--- config.mk ---
export PLATFORM = sky130hd
export DESIGN_NAME = instr_fetch_flat
export DESIGN_NICKNAME = d
export VERILOG_FILES = /design/src/rtl/instr_fetch_if.sv /design/src/rtl/instr_fetch.sv /design/src/flat_wrapper.sv
export SDC_FILE = /design/constraint.sdc
export NUM_CORES = 1
export LEC_CHECK = 0
export CORE_MARGIN = 2
export CORE_UTILIZATION = 45
export DETAILED_ROUTE_END_ITERATION = 10
export GPL_TIMING_DRIVEN = 0
export HOLD_SLACK_MARGIN = 0.15
export PLACE_DENSITY = 0.72
export SYNTH_ARGS = -nofsm -noshare
export SYNTH_HDL_FRONTEND = slang
export SYNTH_SLANG_ARGS = --single-unit
export TNS_END_PERCENT = 5
--- constraint.sdc ---
create_clock -name clk -period 16 [get_ports clk]
set_clock_uncertainty 0.15 [all_clocks]
set_input_delay 2.4 -clock clk [delete_from_list [all_inputs] [get_ports clk]]
set_output_delay 2.4 -clock clk [all_outputs]
set_load 0.1 [all_outputs]
--- src/rtl/instr_fetch_if.sv ---
// Fetch-unit bus: instruction-memory request/response plus
// the buffered instruction handshake toward decode.
interface instr_fetch_if;
  logic        imem_req;
  logic [31:0] imem_addr;
  logic        imem_gnt;
  logic        imem_rvalid;
  logic [31:0] imem_rdata;
  logic        redirect;
  logic [31:0] redirect_target;
  logic        instr_valid;
  logic        instr_ready;
  logic [31:0] instr;
  logic [6:0]  Opcode;
  logic [31:0] instr_pc;

  modport master (
    output imem_req,
    output imem_addr,
    input  imem_gnt,
    input  imem_rvalid,
    input  imem_rdata,
    input  redirect,
    input  redirect_target,
    output instr_valid,
    input  instr_ready,
    output instr,
    output Opcode,
    output instr_pc
  );

  modport slave (
    input  imem_req,
    input  imem_addr,
    output imem_gnt,
    output imem_rvalid,
    output imem_rdata,
    output redirect,
    output redirect_target,
    input  instr_valid,
    output instr_ready,
    input  instr,
    input  Opcode,
    input  instr_pc
  );
endinterface

--- src/rtl/instr_fetch.sv ---
// Instruction fetch: single-outstanding memory requester
// feeding a 2-entry instruction buffer toward decode.
module instr_fetch #(
  parameter logic [31:0] RESET_PC = 32'h0000_0000,
  parameter int unsigned DEPTH    = 2
) (
  input logic           clk,
  input logic           reset,
  instr_fetch_if.master bus
);

  typedef enum logic [1:0] {
    S_REQ  = 2'd0,
    S_WAIT = 2'd1,
    S_DROP = 2'd2
  } state_t;

  state_t      r_state;
  state_t      w_state_nxt;

  logic [31:0] r_pc;
  logic [31:0] r_tag;
  logic [1:0]  r_count;
  logic        r_wptr;
  logic        r_rptr;
  logic [31:0] r_buf_instr [DEPTH];
  logic [31:0] r_buf_pc    [DEPTH];

  logic        w_full;
  logic        w_valid;
  logic        w_req;
  logic        w_fire;
  logic        w_push;
  logic        w_pop;
  logic [31:0] w_tgt;
  logic [31:0] w_instr;
  logic [31:0] w_instr_pc;

  assign w_full  = (r_count == 2'd2);
  assign w_valid = (r_count != 2'd0);
  assign w_tgt   = bus.redirect_target & ~32'h3;

  // No request while reset is held, the buffer is full or a
  // redirect is changing the pc this cycle.
  assign w_req = reset
              && (r_state == S_REQ)
              && !w_full
              && !bus.redirect;

  assign w_fire = w_req && bus.imem_gnt;

  assign w_push = (r_state == S_WAIT)
               && bus.imem_rvalid
               && !bus.redirect;

  assign w_pop = w_valid
              && bus.instr_ready
              && !bus.redirect;

  // State register.
  always_ff @(posedge clk) begin
    if (!reset) r_state <= S_REQ;
    else        r_state <= w_state_nxt;
  end

  // Next-state: a redirect during WAIT either kills the
  // arriving data or leaves a response still to be dropped.
  always_comb begin
    w_state_nxt = r_state;
    unique case (r_state)
      S_REQ: begin
        if (w_fire) w_state_nxt = S_WAIT;
      end
      S_WAIT: begin
        if (bus.redirect) begin
          if (bus.imem_rvalid) w_state_nxt = S_REQ;
          else                 w_state_nxt = S_DROP;
        end else if (bus.imem_rvalid) begin
          w_state_nxt = S_REQ;
        end
      end
      S_DROP: begin
        if (bus.imem_rvalid) w_state_nxt = S_REQ;
      end
      default: w_state_nxt = S_REQ;
    endcase
  end

  // Program counter: redirect wins over sequential advance.
  always_ff @(posedge clk) begin
    if (!reset) begin
      r_pc <= RESET_PC;
    end else if (bus.redirect) begin
      r_pc <= w_tgt;
    end else if (w_fire) begin
      r_pc <= r_pc + 32'd4;
    end
  end

  // Tag remembers the address of the outstanding request.
  always_ff @(posedge clk) begin
    if (!reset) begin
      r_tag <= 32'h0;
    end else if (w_fire) begin
      r_tag <= r_pc;
    end
  end

  // Buffer occupancy and pointers; a redirect flushes.
  always_ff @(posedge clk) begin
    if (!reset) begin
      r_count <= 2'd0;
      r_wptr  <= 1'b0;
      r_rptr  <= 1'b0;
    end else if (bus.redirect) begin
      r_count <= 2'd0;
      r_wptr  <= 1'b0;
      r_rptr  <= 1'b0;
    end else begin
      if (w_push) r_wptr <= ~r_wptr;
      if (w_pop)  r_rptr <= ~r_rptr;
      unique case ({w_push, w_pop})
        2'b10:   r_count <= r_count + 2'd1;
        2'b01:   r_count <= r_count - 2'd1;
        default: r_count <= r_count;
      endcase
    end
  end

  // Buffer storage; contents only visible while counted.
  always_ff @(posedge clk) begin
    if (reset && w_push) begin
      r_buf_instr[r_wptr] <= bus.imem_rdata;
      r_buf_pc[r_wptr]    <= r_tag;
    end
  end

  assign w_instr    = w_valid ? r_buf_instr[r_rptr] : 32'h0;
  assign w_instr_pc = w_valid ? r_buf_pc[r_rptr]    : 32'h0;

  assign bus.imem_req    = w_req;
  assign bus.imem_addr   = r_pc;
  assign bus.instr_valid = w_valid;
  assign bus.instr       = w_instr;
  assign bus.Opcode      = w_instr[6:0];
  assign bus.instr_pc    = w_instr_pc;

endmodule

--- src/flat_wrapper.sv ---
// flat-port wrapper written by rule: the top's interface ports become plain ports
module instr_fetch_flat 
#(
  parameter logic [31:0] RESET_PC = 32'h0000_0000,
  parameter int unsigned DEPTH    = 2
)
  (clk, reset, bus_imem_req, bus_imem_addr, bus_imem_gnt, bus_imem_rvalid, bus_imem_rdata, bus_redirect, bus_redirect_target, bus_instr_valid, bus_instr_ready, bus_instr, bus_Opcode, bus_instr_pc);
  instr_fetch_if bus_i ();
  input logic clk;
  input logic reset;
  output wire logic [$bits(bus_i.imem_req)-1:0] bus_imem_req;
  output wire logic [$bits(bus_i.imem_addr)-1:0] bus_imem_addr;
  input wire logic [$bits(bus_i.imem_gnt)-1:0] bus_imem_gnt;
  input wire logic [$bits(bus_i.imem_rvalid)-1:0] bus_imem_rvalid;
  input wire logic [$bits(bus_i.imem_rdata)-1:0] bus_imem_rdata;
  input wire logic [$bits(bus_i.redirect)-1:0] bus_redirect;
  input wire logic [$bits(bus_i.redirect_target)-1:0] bus_redirect_target;
  output wire logic [$bits(bus_i.instr_valid)-1:0] bus_instr_valid;
  input wire logic [$bits(bus_i.instr_ready)-1:0] bus_instr_ready;
  output wire logic [$bits(bus_i.instr)-1:0] bus_instr;
  output wire logic [$bits(bus_i.Opcode)-1:0] bus_Opcode;
  output wire logic [$bits(bus_i.instr_pc)-1:0] bus_instr_pc;
  assign bus_imem_req = bus_i.imem_req;
  assign bus_imem_addr = bus_i.imem_addr;
  assign bus_i.imem_gnt = bus_imem_gnt;
  assign bus_i.imem_rvalid = bus_imem_rvalid;
  assign bus_i.imem_rdata = bus_imem_rdata;
  assign bus_i.redirect = bus_redirect;
  assign bus_i.redirect_target = bus_redirect_target;
  assign bus_instr_valid = bus_i.instr_valid;
  assign bus_i.instr_ready = bus_instr_ready;
  assign bus_instr = bus_i.instr;
  assign bus_Opcode = bus_i.Opcode;
  assign bus_instr_pc = bus_i.instr_pc;
  instr_fetch #(.RESET_PC(RESET_PC), .DEPTH(DEPTH)) u_core (.clk(clk), .reset(reset), .bus(bus_i));
endmodule
==> impl.org, run 1 <==
** Power
- Total net switching power :: 0.262 mW
- For this design the static power due to leakage is about 3.4 nW.
- Clock Power Share :: 38.8%
- Power share of the sequential group :: 50.9%
- Internal power summed over all cells :: 0.800 mW
- Worst vdd rail ir drop :: roughly 0.077 mV
- Net switching is 24.7% of the power.
- Share of power burned in combinational logic :: about a tenth
- PD cells :: around 100 nW/um^2

** Synth
- After synthesis, the share of cell area in mux cells is 8.13%.
- The synthesized netlist devotes 8.62% of its cell area to compound gates.
- XOR/XNOR share of the synthesized area :: under 10%
- Post-synthesis register bit count :: 191
- Number of flops mapped to enable cells by yosys :: 124
- Combinational family with the most area after synthesis :: simple AND/OR/NAND/NOR gates
- Post-synth cell types :: between 50 and 60
- Mapped Area :: just under 8000 sq um
- Yosys printed 0 warnings.
- Post-Synth Simple-Gate Area :: 13.5%
- Per-instance average area after synthesis :: 12.0 sq um
- After Yosys synthesis, full adders, half adders and majority gates account for 0.317% of the synthesized area.
- The most used flip-flop cell after synthesis is edfxtp_1.
- Async set-or-reset flop fraction in the synthesized netlist :: 0%
- Proportion of synthesized chip area in sequential cells :: 64.1%
- Mapped Cells :: 660

** STA
- Crit share post-route :: between 50 and 60%
- Final hold analysis gives a worst-case slack of 0.303 ns.
- For the finished layout, the period the worst path requires is 8.09 ns.
- Setup violations remaining at the end of the flow were counted as 0.
- Derived from the worst setup path, the maximum achievable clock frequency is 0.124 GHz.
- The hold violation count in the final report is 0.
- Setup repair after global routing missed its margin :: no
- After routing, the total negative slack on setup checks comes to 0 ns.
- Pin slew with the least headroom to its limit :: roughly 1.0 ns
- The final-report max-slew violation count was 0.
- Worst max-slew margin expressed relative to the limit :: 31.0%

** Critical path
- For this design, the slowest cell found on the critical path is clkdlybuf4s50_1.
- The worst register-to-register path begins at u_core.r_count[0].
- STA classifies the critical path startpoint as an input port.
- Largest stage delay, worst path :: 1.20 ns
- On the critical path the largest part of the delay comes from buffers and inverters.
- Type of the worst setup path :: input port to primary output
- Count of cell instances traversed by the critical path :: 6
- Register-to-register setup slack :: 13.35 ns
- Crit path capture type :: primary output
- The signal on the critical path passes through clkdlybuf4s50_1 -> inv_1 -> clkbuf_1 -> nand2_1 -> nor4_1 -> clkdlybuf4s50_1.
- Crit path arrival time :: between 5 and 6 ns
- Cell repeated most along the worst path :: clkdlybuf4s50_1
- Worst-case reg-to-reg path depth :: 7
- Highest net fanout along the worst path :: 10
- RR Endpoint :: u_core.r_count[1]
- Worst path bufs/invs :: 4
- Data on the critical path is required at its endpoint by 13.45 ns.

** Route
- The pre-antenna-repair detailed-routing pass consisted of 5 iterations.
- In the routed layout, each cell is associated on average with a via count of 5.31.
- Dividing the detail-routed wire length by the instance count gives 17.1 microns.
- Once detail routing completed, the nets flagged for antenna violations numbered 0.
- Number of violations reported at the end of detailed-routing iteration 0 :: between 400 and 500
- Detailed Route WL :: 18.7 mm
- Remaining DRCs :: 0
- Across all layers, the routed design uses 5818 vias.

** CTS
- In this run the clock root is driven by a clkbuf_16.
- The clock reaches the later pin of the worst-skew pair after between 0.4 and 0.5 ns.
- Number of sinks handled by clock tree synthesis :: 191
- Clock tree from TritonCTS :: yes
- Number of cells upsized or downsized after cts :: 0
- In this run, CTS created clock tree buffers numbering 17.
- The H-tree generated during clock tree synthesis spans 4 levels.
- The number of hold buffers added after CTS was 0.
- Once the clock tree was built, the setup fixing pass inserted 0 buffers.
- CTS clk-pin slew, worst paths :: 0.07 ns
- No sink is reached through more buffers than the 2 on the longest clock path.

** Die
- DIE HEIGHT :: 136 microns
- The floorplan step defined a die boundary enclosing 18600 sq um.
- I/O pin total :: 175
- After floorplanning, the core was sized to cover 17200 sq um.
- For this configuration, the core starts out at a cell density of 45.8%.
- The floorplan step set the die width to 136 microns.
- Number of cell rows :: 48

** Layout
- The repair_antennas step left the layout with diodes totalling 0.
- Cells with a size suffix above 1 make up under 10% of the layout.
- Relative to the synthesized area, the layout overhead comes to 33.5%.
- # nets final :: 930
- Final Core Density :: approximately three fifths
- After filler insertion, the fill cell instance count of the layout stands at ~1400.

** Worst hold path
- Cell count of the worst hold path :: 0
- Hold wc startpoint :: u_core.r_tag[29]
- Hold crit path type :: flop to flop
- For hold timing, the worst endpoint is u_core.r_buf_pc[1][29].

** Global routing
- The number of global-route vias before repair was 5815.
- Wire length of the first global-routing pass :: 29.2 mm
- Overflow left after global routing :: 0
- Maximum number of pins on one net before global-route repair :: 63
- Number of antenna violations at the first check in global routing :: 0
- Global routing used 20.5% of the available tracks across all layers.

** Placement
- The wire-length estimate of the detail-placed layout is 13.3 mm.
- Port-buffer cells :: 168
- Weighted congestion at the end of routability-driven global placement :: 0.884

** Run status
- The run finished with clean final reports.

** Job
- Max capacitance violation total :: 0
## synthesized netlist by cell type, drive strengths merged (2+ instances only)
cell,number,area share [%]
or3,5,0.41
nand4,12,0.95
a22o,3,0.33
nor2,73,3.5
edfxtp,124,47
dfxtp,67,17
a21boi,34,3.2
o21a,5,0.48
xor2,9,1.0
nand3,16,1.2
nor3,5,0.38
o211a,4,0.51
a31oi,4,0.32
and3,5,0.41
xnor2,9,1.0
nand2,94,4.5
inv,8,0.38
nor2b,2,0.16
clkbuf,27,1.3
o21ai,18,1.1
nor4,8,0.82
o31a,3,0.33
a21oi,9,0.57
ha,2,0.32
a2bb2oi,3,0.33
and2,2,0.16
o41ai,2,0.22
mux2i,63,8.0
and4,4,0.44
buf,21,1.6
nand2b,4,0.32
o311a,4,0.52
## flip-flops by register name (all words and copies together) (netlist names), named ones only
signal,cells
u_core.r_buf_instr,64
u_core.r_buf_pc,60
u_core.bus.imem_addr,30
u_core.r_tag,30
u_core.r_count,2
u_core.r_state,2
u_core.r_rptr,1
u_core.r_wptr,1
## per-layer routing
layer,vias up,global-route usage [%],routed length [microns]
li1,2766,-,-
met2,260,34.9,9200
met1,2780,25.7,7840
met4,0,6.25,195
met3,12,5.03,1500
met5,-,0,0
## worst max path at each step
stage / startpoint / to / slack [ns]
floorplan: bus_redirect / u_core.r_buf_instr[0][0] / 6.35
global placement: bus_redirect / u_core.r_buf_pc[0][28] / 1.95
detailed placement: bus_redirect / bus_imem_req / 7.94
CTS: bus_redirect / bus_imem_req / 7.94
global route: bus_redirect / bus_imem_req / 7.78
finish: bus_redirect / bus_imem_req / 7.91
## power groups by stage
stage | Sequential, mW | Clock (mW) | Combinational [mW]
floorplan | 0.582 | 0 | 0.0368
CTS | 0.540 | 0.420 | 0.110
finish | 0.540 | 0.412 | 0.110
global placement | 0.551 | 0 | 0.107
global route | 0.541 | 0.440 | 0.115
detailed placement | 0.551 | 0 | 0.109
## per-stage QoR
stage | power [mW] | worst slack (ns) | instances | area, sq um
detailed placement | 0.660 | 7.94 | 1064 | 9950
global placement | 0.658 | 1.95 | 1056 | 9870
floorplan | 0.619 | 6.35 | 663 | 7910
finish | 1.06 | 7.91 | 1096 | 10500
global route | 1.10 | 7.78 | 1096 | 10500
CTS | 1.07 | 7.94 | 1096 | 10500
## placed cells by master, fill, tap and decap left out, types with 8 or more instances in the layout
master	count
buf_4	16
a21oi_1	9
xnor2_1	9
nor2_1	73
clkdlybuf4s50_1	168
clkbuf_1	29
clkbuf_16	18
nand3_1	15
a21boi_0	34
mux2i_1	63
o21ai_0	18
inv_1	8
nand2_1	94
dfxtp_1	67
nand4_1	12
xor2_1	9
edfxtp_1	124
## cell families (layout without fill, tap and decap cells)
kind of cell               after synthesis  in the layout
adders and majority gates                2              2
DFF                                    191            191
xor gates and xnor gates                18             18
and+or+nand+nor                        233            233
buffers and inverters                   56            264
other                                    1              4
AOI/OAI and AO/OA                       95             95
muxes                                   64             64
## area by class of cell
cell class | instances | area, sq um | share of cell area [%]
inverter | 8 | 30.0 | 0.285
buffer | 48 | 228 | 2.16
sequential | 191 | 5060 | 48.0
multi-input combinational | 416 | 2590 | 24.6
clock buffer | 22 | 485 | 4.61
tap | 225 | 282 | 2.67
clock inverter | 10 | 104 | 0.985
timing repair buffer | 176 | 1750 | 16.6
Power figures use the tool's default switching activity.
==> inputs of run 2 (changes only) <==
Settings changed: PLACE_DENSITY 0.72 to 0.75.
Clock period 16 ns to 6.95 ns, I/O delays scaled along.
==> run 2 against run 1 <==
Compared with the run above:
- worst hold slack got worse by 0.0036 ns
- worst setup slack worse by 6.4 ns
- sequential cell count unchanged
- critical path type unchanged
- routed wire length shrank 2.0%
- sequential share of layout area rose by 0.052 points
- via count fell by 1.9%
- die area unchanged
- clock power grew 120%
- final area shrank 0.11%
- sequential power grew 130%
- clock-buffer cell count shrank 2
- register-to-register slack lost 9.1 ns
==> impl.org, run 2 (same netlist as run 1, synthesis figures left out) <==
** Run status
- Status :: complete, no violations

** Critical path
- In this run the worst path has a maximum fanout of 10.
- The critical path is of the input port to primary output type.
- CP Data Required Time :: 5.76 ns
- Type of element launching the critical path :: input port
- Data on the critical path arrives at its endpoint at 4.24 ns.
- STA classifies the critical path endpoint as a primary output.
- Worst path bufs/invs :: 4
- Cell repeated most along the worst path :: clkdlybuf4s50_1
- The critical path goes through clkdlybuf4s50_1 -> inv_1 -> clkbuf_1 -> nand2_1 -> nor4_1 -> clkdlybuf4s50_1.
- Largest stage delay, worst path :: 1.20 ns
- Top delay family on crit path :: buffers and inverters
- The slowest stage of the critical path belongs to the cell clkdlybuf4s50_1.

** Route
- For this run, design rule violations remaining after detail routing come to 0.
- Summed over all layers, the routed wires come to 18.4 mm.
- In the final routed layout, each cell accounts on average for 16.8 microns.
- The detailed router finished its first iteration with slightly below 300 violations.
- Via density per instance :: around 5.2
- For this run, the detailed router's first-pass iteration total came to 5.
- The detailed router placed 5708 vias in this run.
- Antenna-violating nets left :: 0

** CTS
- After clock tree synthesis, the setup repair step added 0 buffers.
- Clock tree from TritonCTS :: yes
- Number of buffers created by CTS :: 17
- No sink is reached through more buffers than the 2 on the longest clock path.
- Buffers inserted to repair hold after CTS numbered 0.
- Counting every sink on the clock net gives ~190.
- Clock Latency Late Sink :: between 0.4 and 0.5 ns
- Clock tree synthesis selected as its root buffer the cell clkbuf_16.
- Maximum level of the CTS H-tree :: 4
- CTS clk-pin slew, worst paths :: 0.07 ns
- Number of cells upsized or downsized after cts :: 0

** Placement
- Detailed placement ended at an HPWL of approximately 13 mm.
- Post-placement worst setup slack :: 1.53 ns
- Input and output buffers added on the ports amount to 168.
- Weighted congestion at the end of routability-driven global placement :: a little under 0.9

** Die
- The die covers approximately 19000 sq um.
- The die is ~140 microns tall.
- In this run the horizontal extent of the chip is 136 microns.
- Placeable Area :: 17200 sq um
- Number of cell rows :: 48
- Effective utilization at floorplan :: 45.8%
- I/O pin total :: 175

** Global routing
- The first global-routing pass estimated 28.3 mm of wire.
- Global routing finished with a remaining overflow of 0.
- Entering global routing, the biggest net connects 63 pins.
- Number of global-route vias before repair :: 5492
- Overall routing resource usage :: 19.9%
- Number of antenna violations at the first check in global routing :: 0

** Power
- Internal power summed over all cells :: 1.82 mW
- The analysis attributes to net switching a power of 0.604 mW.
- Net switching is 24.9% of the power.
- Combinational logic is responsible for 10.4% of the overall power.
- Worst vdd rail ir drop :: 0.172 mV
- Leakage power total :: 3.41 nW
- Overall power after layout :: 2.42 mW
- Clock Power Share :: 38.2%
- Registers are responsible for between 50% and 60% of the overall power.
- For this design the ratio of total power to cell area is 230 nW/um^2.

** STA
- Count of final setup violators :: 0
- The worst pin sits at a relative slew slack of 29.6%.
- Across all setup checks in the final design, the least slack found is between 1.5 and 2 ns.
- Final Max Slew Viols :: 0
- The hold violation count in the final report is 0.
- Pin slew with the least headroom to its limit :: 1.05 ns
- Crit share post-route :: roughly four fifths
- Setup repair after global routing missed its margin :: no
- Highest clock rate :: 0.184 GHz
- Subtracting the final worst setup slack from the clock period gives around 5.4 ns.

** Layout
- The register with the most flip-flops in the final layout is u_core.r_buf_instr.
- The library cell used most frequently in the layout, excluding fill and tap cells, is clkdlybuf4s50_1.
- Fraction of layout instances using a drive strength above 1 :: 7.03%
- # nets final :: 927
- Registers with the most flip-flops :: u_core.r_buf_instr: 64 flops, u_core.r_buf_pc: 60 flops
- Ant. Diodes :: 0
- P&R area growth vs syn :: 33.3%
- In the layout the commonest cells are clkdlybuf4s50_1 (168), edfxtp_1 (124), nand2_1 (94).
- The register with the most flip-flops in the layout has between 60 and 70 of them.

** Job
- Max-cap violations in this run came to 0.

** Worst hold path
- Hold crit path type :: flop to flop
[run 2: cell count changes in the layout (fill, tap and decap cells not counted)]
cell,delta
clkinvlp_4,-1
inv_6,-1
nor4_2,-1
nor4_4,+1
clkinv_2,+2
clkbuf_1,-1
buf_6,-2
clkbuf_16,-1
buf_4,-5
buf_8,+4
clkinv_4,+1
inv_4,+1
[run 2: cell type report]
class	instances	area, sq um
timing repair buffer	173	1750
clock buffer	20	457
clock inverter	12	113
multi-input combinational	416	2600
tap	225	282
inverter	8	30.0
fill	1406	6710
sequential	191	5060
buffer	48	228
[run 2: stage by stage]
step                setup TNS (ns)  cell area, sq um  hold slack, ns  instances  utilization, %
floorplan                        0              7920           0.275        663               -
global placement           -116.44              9880           0.280       1056            57.3
detailed placement               0              9960           0.287       1061            57.8
CTS                              0             10500           0.303       1093            61.1
global route                     0             10500           0.313       1093            61.1
finish                           0             10500           0.300       1093            61.1
[run 2: path summary, 6_finish.rpt]
| path | start | endpoint | slack [ns] | cells after the start |
|---|---|---|---|---|
| setup / recovery | bus_redirect | bus_imem_req | 1.52 | 6 |
| hold / removal | u_core.r_tag[2] | u_core.r_buf_pc[1][2] | 0.30 | 0 |
| setup reg to reg | u_core.r_count[0] | u_core.r_count[1] | 4.26 | 7 |
| hold reg to reg | u_core.r_tag[2] | u_core.r_buf_pc[1][2] | 0.30 | 0 |
[run 2: layer usage]
metal / routed length (microns) / track usage [%]
met1: 8080 / 26.1
met2: 8700 / 31.8
met3: 1110 / 4.18
met4: 463 / 9.03
met5: 0 / 0
[run 2: power by group through the flow]
| stage | clock [mW] | combinational (mW) | sequential (mW) |
|---|---|---|---|
| final | 0.926 | 0.253 | 1.24 |
| after global routing | 0.991 | 0.265 | 1.25 |
| after CTS | 0.945 | 0.253 | 1.24 |
| after detailed placement | 0 | 0.252 | 1.27 |
| after global placement | 0 | 0.249 | 1.27 |
| after floorplan | 0 | 0.0849 | 1.34 |
==> inputs of run 3 (changes only) <==
Clock period 6.95 ns to 4.6 ns, I/O delays scaled along.
==> run 3 against run 2 <==
Compared with the run above:
- sequential cell count unchanged
- core utilization grew 0.15 points
- clock power up 53%
- register-to-register slack worse by 2.4 ns
- worst setup slack got worse by 1.4 ns
- total power grew 52%
- critical path type unchanged
- first-iteration DRC count increased by 32%
- worst hold slack improved by 0.0070 ns
- largest cell class unchanged
- highest routed layer unchanged
- via count shrank 0.67%
- die area did not move
==> impl.org, run 3 (same netlist as run 1, synthesis figures left out) <==
** Run status
- Status :: complete, no violations

** Layout
- Fill cell instance count of the final layout :: approximately 1400
- Ant. Diodes :: 0
- In the final layout, the multi-input gates occupy ~2600 sq um.
- Cells with a size suffix above 1 make up 7.13% of the layout.
- # nets final :: 928
- Top register by number of flip-flops :: u_core.r_buf_instr
- For this run, the share of the core covered by cells in the final layout is between 60 and 70%.
- The register with the most flip-flops in the layout has 64 of them.
- Highest-count cells in the layout ignoring fill and taps :: clkdlybuf4s50_1 (167), edfxtp_1 (124), nand2_1 (94)
- In the final layout, the registers with the most flip-flops are u_core.r_buf_instr: 64 flops, u_core.r_buf_pc: 60 flops.
- Across the whole layout, storage elements account for 5060 sq um.
- Most common library cell in the layout ignoring fill and taps :: clkdlybuf4s50_1
- From synthesis to final layout, the design area changed by 33.6%.

** CTS
- CTS saw 191 sinks.
- Maximum level of the CTS H-tree :: 4
- Number of buffers created by CTS :: 17
- TritonCTS built the clock tree.
- Clock Latency Late Sink :: roughly 0.43 ns
- Hold repair after CTS inserted 0 buffers.
- CTS root buffer :: clkbuf_16
- The clock passes through at most 2 buffers.
- CTS clk-pin slew, worst paths :: 0.06 ns
- Number of setup buffers added after CTS :: 0

** Critical path
- On the worst path, the slowest cell contributes a delay of 0.90 ns.
- The signal on the critical path passes through clkdlybuf4s50_1 -> inv_1 -> clkbuf_1 -> nand2_1 -> nor4_1 -> dlygate4sd2_1.
- Together, buffers and inverters on the worst path number 4.
- The slowest stage of the critical path is the dlygate4sd2_1 cell.
- Worst Setup SP :: bus_redirect
- CP Data Required Time :: 3.76 ns
- Highest net fanout along the worst path :: 10
- In this run the critical register-to-register path is captured at u_core.r_count[1].
- Worst-case reg-to-reg path depth :: 7
- Type of element launching the critical path :: input port
- Crit path arrival time :: 3.59 ns
- Startpoint of the most critical register-to-register path :: u_core.r_count[0]
- On the critical path the largest part of the delay comes from buffers and inverters.
- Type of the worst setup path :: input port to primary output
- Register-to-register setup slack :: around 1.9 ns
- Crit path capture type :: primary output

** Power
- VDD sags by at most 0.270 mV.
- Summing internal, switching and leakage power gives ~3.7 mW.
- Power spread over the standard cell area amounts to 349 nW/um^2.
- Summed over all cells, the static leakage comes to 3.42 nW.

** Route
- Across all layers, the routed design uses 5670 vias.
- Via density per instance :: between 5 and 6
- The first detailed-routing pass took 5 iterations.
- In the routed design, unresolved DRC markers number 0.
- Antenna-violating nets left :: 0
- Number of violations reported at the end of detailed-routing iteration 0 :: 386
- Mean routed wirelength per cell :: 16.6 microns
- The final layout contains routed wiring with a total length of ~18 mm.

** STA
- After layout, the worst path uses 96.4% of the clock period.
- Count of final setup violators :: 0
- Pin slew with the least headroom to its limit :: 1.12 ns
- Headroom to the max-slew limit came out at 25.1%.
- The worst path needs 4.43 ns of the cycle, external delays included.
- Number of hold violations in the final report :: 0
- Highest clock rate :: ~0.23 GHz
- The final-report max-slew violation count is 0.
- Setup repair after global routing left no endpoint under its margin.
- Worst hold slack :: 0.307 ns

** Die
- Die width :: around 140 microns
- The die covers approximately 19000 sq um.
- Once the floorplan was initialized, standard cells occupied 45.8% of the core.
- Number of cell rows :: 48
- DIE HEIGHT :: 136 microns
- between 150 and 200 I/O pins were placed.
- Placeable Area :: 17200 sq um

** Placement
- Routability-driven placement finished with a final weighted congestion of 0.835.
- Port-buffer cells :: 168
- Final HPWL DP :: 12.8 mm

** Worst hold path
- The worst hold path terminates at u_core.r_buf_pc[0][15].
- Cell count of the worst hold path :: 0
- Hold wc startpoint :: u_core.r_tag[15]
- Hold crit path type :: flop to flop

** Job
- Max capacitance violation total :: 0

** Global routing
- Number of global-route vias before repair :: 5458
- Number of antenna violations at the first check in global routing :: 0
- Overall routing resource usage :: 19.9%
- For this run the aggregate overflow at the end of global routing stands at 0.
- Wire length of the first global-routing pass :: 28.2 mm
- Entering global routing, the biggest net connects 54 pins.
-- run 3: changes by cell type in the layout (fill, tap and decap cells not counted), sizes merged --
cell           previous run  this run
clkinv                   10         8
buf                      26        27
clkbuf                   47        48
clkdlybuf4s50           168       167
clkinvlp                  0         1
dlygate4sd2               0         1
-- run 3: how the worst max path moves through the flow --
stage / to / cells after the start / slack, ns
after global placement: u_core.r_buf_pc[0][25] / 5 / -1.46
after detailed placement: bus_imem_req / 6 / -0.10
after global routing: bus_imem_req / 6 / 0.03
after CTS: bus_imem_req / 6 / 0.21
after floorplan: bus_imem_req / 4 / -0.43
final: bus_imem_req / 6 / 0.17
-- run 3: repair_timing --
| item | 4_1_cts | 5_1_grt |
|---|---|---|
| setup endpoints to repair | 1 | 0 |
| gates resized for setup | 1 | 0 |
| hold endpoints to repair | 0 | 0 |
-- run 3: routing by layer --
| layer | GRT usage (%) | share of wire (%) | vias to the layer above |
|---|---|---|---|
| met5 | 0 | 0 | - |
| met4 | 7.35 | 1.6 | 0 |
| met3 | 5.67 | 7.5 | 18 |
| met2 | 31.3 | 47 | 237 |
| met1 | 26.2 | 44 | 2656 |
| li1 | - | - | 2759 |
-- run 3: cell type report --
class,count,share of cell area [%]
repair buffers,174,16.7
multi-input cells,416,24.7
clock inverters,11,1.03
plain buffers,48,2.16
clock buffers,21,4.46
well taps,225,2.67
inverters,8,0.284
flip-flops and latches,191,48.0
-- run 3: worst register-to-register path: cells and delay by family (launching register included) --
kind            cells  cell delay, ns
compound gates      1            0.13
fa+ha+maj           1            0.35
buf+inv             1            0.15
simple gates        4            1.50
flops               1            0.36
-- run 3: metrics by stage --
step | std cells | setup WS [ns] | TNS [ns] | instance area [sq um]
floorplan | 663 | -0.426 | -0.426 | 7920
global placement | 1056 | -1.46 | -109.66 | 9890
detailed placement | 1062 | -0.100 | -0.100 | 9980
CTS | 1094 | 0.207 | 0 | 10600
global route | 1094 | 0.0335 | 0 | 10600
finish | 1094 | 0.167 | 0 | 10600
-- run 3: power by group --
part | internal (mW) | leakage (nW) | total [mW] | switching [mW]
clock network | 0.794 | 0.284 | 1.42 | 0.626
registers | 1.84 | 1.61 | 1.88 | 0.0360
logic | 0.126 | 1.53 | 0.381 | 0.255
